File: src/rtl/cpu_pkg.sv
// cpu_pkg: shared datapath widths and types for the register file and ALU
package cpu_pkg;
  localparam int DATA_W = 8;
  localparam int REG_ADDR_W = 3;
  localparam int REG_COUNT = 8;
  typedef logic [DATA_W-1:0] data_t;
  typedef logic [REG_ADDR_W-1:0] reg_addr_t;
endpackage

File: src/rtl/reg_file_rdport.sv
// reg_file_rdport: one combinational read port with optional write-through (REG_FILE_BYPASS_EN)
module reg_file_rdport
  import cpu_pkg::*;
#(
  parameter int WIDTH = DATA_W,
  parameter int DEPTH = REG_COUNT,
  parameter int ADDR_W = REG_ADDR_W
) (
  input  logic [DEPTH-1:0][WIDTH-1:0] regs,
  input  logic [ADDR_W-1:0]           addr,
  input  logic                        byp,
  input  logic [ADDR_W-1:0]           wr_addr,
  input  logic [WIDTH-1:0]            wr_data,
  output logic [WIDTH-1:0]            data
);
`ifdef REG_FILE_BYPASS_EN
  assign data = (byp && addr == wr_addr) ? wr_data : regs[addr];
`else
  logic unused_byp;
  assign unused_byp = &{1'b0, byp, wr_addr, wr_data};
  assign data = regs[addr];
`endif
endmodule

File: src/rtl/reg_file.sv
// reg_file: 8x8 register file with zero-flag capture; REG_FILE_BYPASS_EN adds write-through reads
module reg_file
  import cpu_pkg::*;
#(
  parameter int WIDTH = DATA_W,
  parameter int DEPTH = REG_COUNT,
  parameter int ADDR_W = REG_ADDR_W
) (
  input  logic              CLK,
  input  logic              RESET,
  input  logic [WIDTH-1:0]  IN,
  input  logic [ADDR_W-1:0] INADDRESS,
  input  logic              WRITE,
  input  logic              ZERO_IN,
  input  logic [ADDR_W-1:0] OUT1ADDRESS,
  input  logic [ADDR_W-1:0] OUT2ADDRESS,
  output logic [WIDTH-1:0]  OUT1,
  output logic [WIDTH-1:0]  OUT2,
  output logic              ZFLAG
);
  logic [DEPTH-1:0][WIDTH-1:0] regs;
  logic byp;
  assign byp = WRITE & ~RESET;
  always_ff @(posedge CLK)
    if (RESET) begin
      regs  <= '0;
      ZFLAG <= 1'b0;
    end else if (WRITE) begin
      regs[INADDRESS] <= IN;
      ZFLAG           <= ZERO_IN;
    end
  reg_file_rdport #(.WIDTH(WIDTH), .DEPTH(DEPTH), .ADDR_W(ADDR_W)) u_rd1 (
    .regs(regs), .addr(OUT1ADDRESS), .byp(byp), .wr_addr(INADDRESS), .wr_data(IN), .data(OUT1)
  );
  reg_file_rdport #(.WIDTH(WIDTH), .DEPTH(DEPTH), .ADDR_W(ADDR_W)) u_rd2 (
    .regs(regs), .addr(OUT2ADDRESS), .byp(byp), .wr_addr(INADDRESS), .wr_data(IN), .data(OUT2)
  );
endmodule

File: config.mk
export PLATFORM = sky130hd
export DESIGN_NAME = reg_file
export DESIGN_NICKNAME = d
export VERILOG_FILES = /design/src/rtl/cpu_pkg.sv /design/src/rtl/reg_file_rdport.sv /design/src/rtl/reg_file.sv
export SDC_FILE = /design/constraint.sdc
export NUM_CORES = 1
export LEC_CHECK = 0
export ABC_CLOCK_PERIOD_IN_PS = 2800
export CAP_MARGIN = 0
export CORE_ASPECT_RATIO = 1.25
export CORE_MARGIN = 1
export CORE_UTILIZATION = 57
export DETAILED_ROUTE_END_ITERATION = 8
export GPL_TIMING_DRIVEN = 0
export PLACE_DENSITY = 0.86
export SLEW_MARGIN = 20
export SYNTH_ARGS = -nofsm -noshare
export SYNTH_HDL_FRONTEND = slang
export SYNTH_HIERARCHICAL = 1
export SYNTH_SLANG_ARGS = --single-unit
File: constraint.sdc
create_clock -name CLK -period 2.8 [get_ports CLK]
set_input_delay 0.7 -clock CLK [delete_from_list [all_inputs] [get_ports CLK]]
set_output_delay 0.7 -clock CLK [all_outputs]
set_load 0.02 [all_outputs]
==> results.md <==
* Outcome: complete, no violations
* R2R Path Start: regs[2]$_SDFFE_PP0P_
* Area delta synth->final at 15.5%
* Remaining global-route overflow at 0
* Iter 0 DRT Violations at ~140
* Die height at 92.5 um
* Avg Cell Area, Syn at approximately 13 um2
* CP Data Required Time at 2.10 ns
* Final core utilization at 0.691
* Die area at slightly below 7000 um2
* TritonCTS clock tree: yes
* CP max FO at 8
* Filler cells at 499
* Clk sinks at between 60 and 70
* DR DRC count at 0
* Clock-pin slew on the worst setup and hold paths at approximately 0.070 ns
* GRT Total Usage at 0.279
* Internal power at 1.57 mW
* Core Box Area at roughly 6200 um2
* Power share of the sequential group at 0.465
* DP Area at around 4000 um2
* Worst hold path type: flip-flop to flip-flop
* Final WS setup at roughly 0.0082 ns
* Detailed Route WL at just under 9000 um
* Final Hold Fails at 0
* Sum Neg Setup Slack at 0 ns
* Leak Pwr at between 2 and 2.5 nW
* Buffers on Ports at 27
* Tot Pwr at 2.06 mW
* Share of cells above drive strength 1 at 0.208
* Comb power frac at 0.117
* Psw at ~0.50 mW
* RePlAce Congestion at about 0.76
* Die width at 74.4 um
* Final Cell Area at 4320 um2
* Final count of pins violating max slew at 0
* Final period utilization at 0.997
* Clock skew at 0 ns
* Fmax at 0.358 GHz
* Final #Nets at around 360
* Vias per cell at ~6
* Max cap viols at 0
* Clock power share at 0.418
* Filler-free cell count of the finished design at roughly 430
* Via count at about 2500
* Startpoint Class: primary input
* Initial core utilization at 0.598
* Pre-CTS setup slack at -0.498 ns
* Area of the mapped netlist at 3740 um2
* Critical Path AT at approximately 2.1 ns
* Maximum buffer depth of the clock tree at 2
* IO Pins at 38
* Vias in the first global route at between 2000 and 3000
* Post-CTS setup buffer count at 0
* # setup viols final at 0
* Ant diodes at 0
* First-pass GRT wire length at 13500 um
* Post-DP HPWL at approximately 5700 um
* Setup crit start: OUT2ADDRESS[0]
* Initial antenna violation count at 0
* ANT nets after route at 0
* CP endpoint kind: primary output
* Clock latency on the worst-skew pair at roughly 0.34 ns
* CTS Buf Count at 9
* PwrDens at 478 nW/um2
* Max_slew headroom at 0.479
* Inst Count DP at 410
* CTS H-tree depth at 3
* VDD IR max at about 0.00034 V
* # rows at 32
* WL/cell at between 20 and 25 um
* Syn nets at 319
* Worst Path Class, Setup: primary input to primary output
* HP Start: regs[22]$_SDFFE_PP0P_
* CTS root buffer: clkbuf_8
* 1st-pass router iterations at 4
* Hold WS at roughly 0.49 ns
* Slew @ Worst Pin at just under 0.8 ns
* Mapped Cells at between 200 and 300
* Cts hold-fix bufs at 0
* Yosys synthesis warning count at 6
* Switching Fraction at 0.241
* Period minus WS final at between 2 and 3 ns
* Largest net degree at the start of global routing at 12
## final timing paths
check / endpoint / slack (ns) / cells after the start
worst max-delay path: OUT2[1] / 0.008 / 5
worst min-delay path: regs[22]$_SDFFE_PP0P_ / 0.49 / 2
worst max register to register: regs[2]$_SDFFE_PP0P_ / 2.13 / 2
worst min register to register: regs[22]$_SDFFE_PP0P_ / 0.49 / 2
## layout by cell type (no fill, tap or decap), drive strengths merged, types with 3 or more instances in the layout
master	n
nand4b	3
mux2	16
clkdlybuf4s50	11
nand2b	72
clkinv	3
nand4bb	3
mux4	32
clkbuf	33
mux2i	65
dfxtp	65
buf	24
clkdlybuf4s15	7
## power groups by stage
| stage | logic (mW) | registers, mW | clock network [mW] |
|---|---|---|---|
| after floorplan | 0.165 | 0.976 | 0 |
| after global placement | 0.236 | 0.978 | 0 |
| after detailed placement | 0.240 | 0.980 | 0 |
| after CTS | 0.239 | 0.959 | 0.868 |
| after global routing | 0.255 | 0.961 | 0.909 |
| final | 0.241 | 0.959 | 0.862 |
## registers in the layout, indices dropped and copies added, names as in the netlist
name   count
ZFLAG      1
regs      64
## routing by layer
| metal | track usage | vias up | part of all wire |
|---|---|---|---|
| met5 | 0 | - | 0 |
| met4 | 0.132 | 0 | 0.028 |
| met3 | 0.0479 | 16 | 0.039 |
| met2 | 0.473 | 71 | 0.52 |
| met1 | 0.337 | 1239 | 0.41 |
| li1 | - | 1178 | - |
## cell type report
class	count	area, um2	share of cell area
multi-input combinational	196	2220	0.514
clock buffer	10	128	0.0296
sequential	65	1300	0.302
tap	85	106	0.0246
clock inverter	6	82.6	0.0191
timing repair buffer	28	259	0.0600
buffer	37	221	0.0513
## repair_timing
action,CTS,global route
endpoints found under the setup margin,16,12
endpoints found under the hold margin,0,0
gates cloned,0,1
pin swaps,0,0
gates resized for setup,49,10
## worst max-delay path: stages
cell and delay, ns:
buf_6 0.15, buf_12 0.14, mux4_1 0.55, mux2_2 0.28, clkdlybuf4s15_2 0.26
Note: power is estimated with default switching activity, not from simulation.
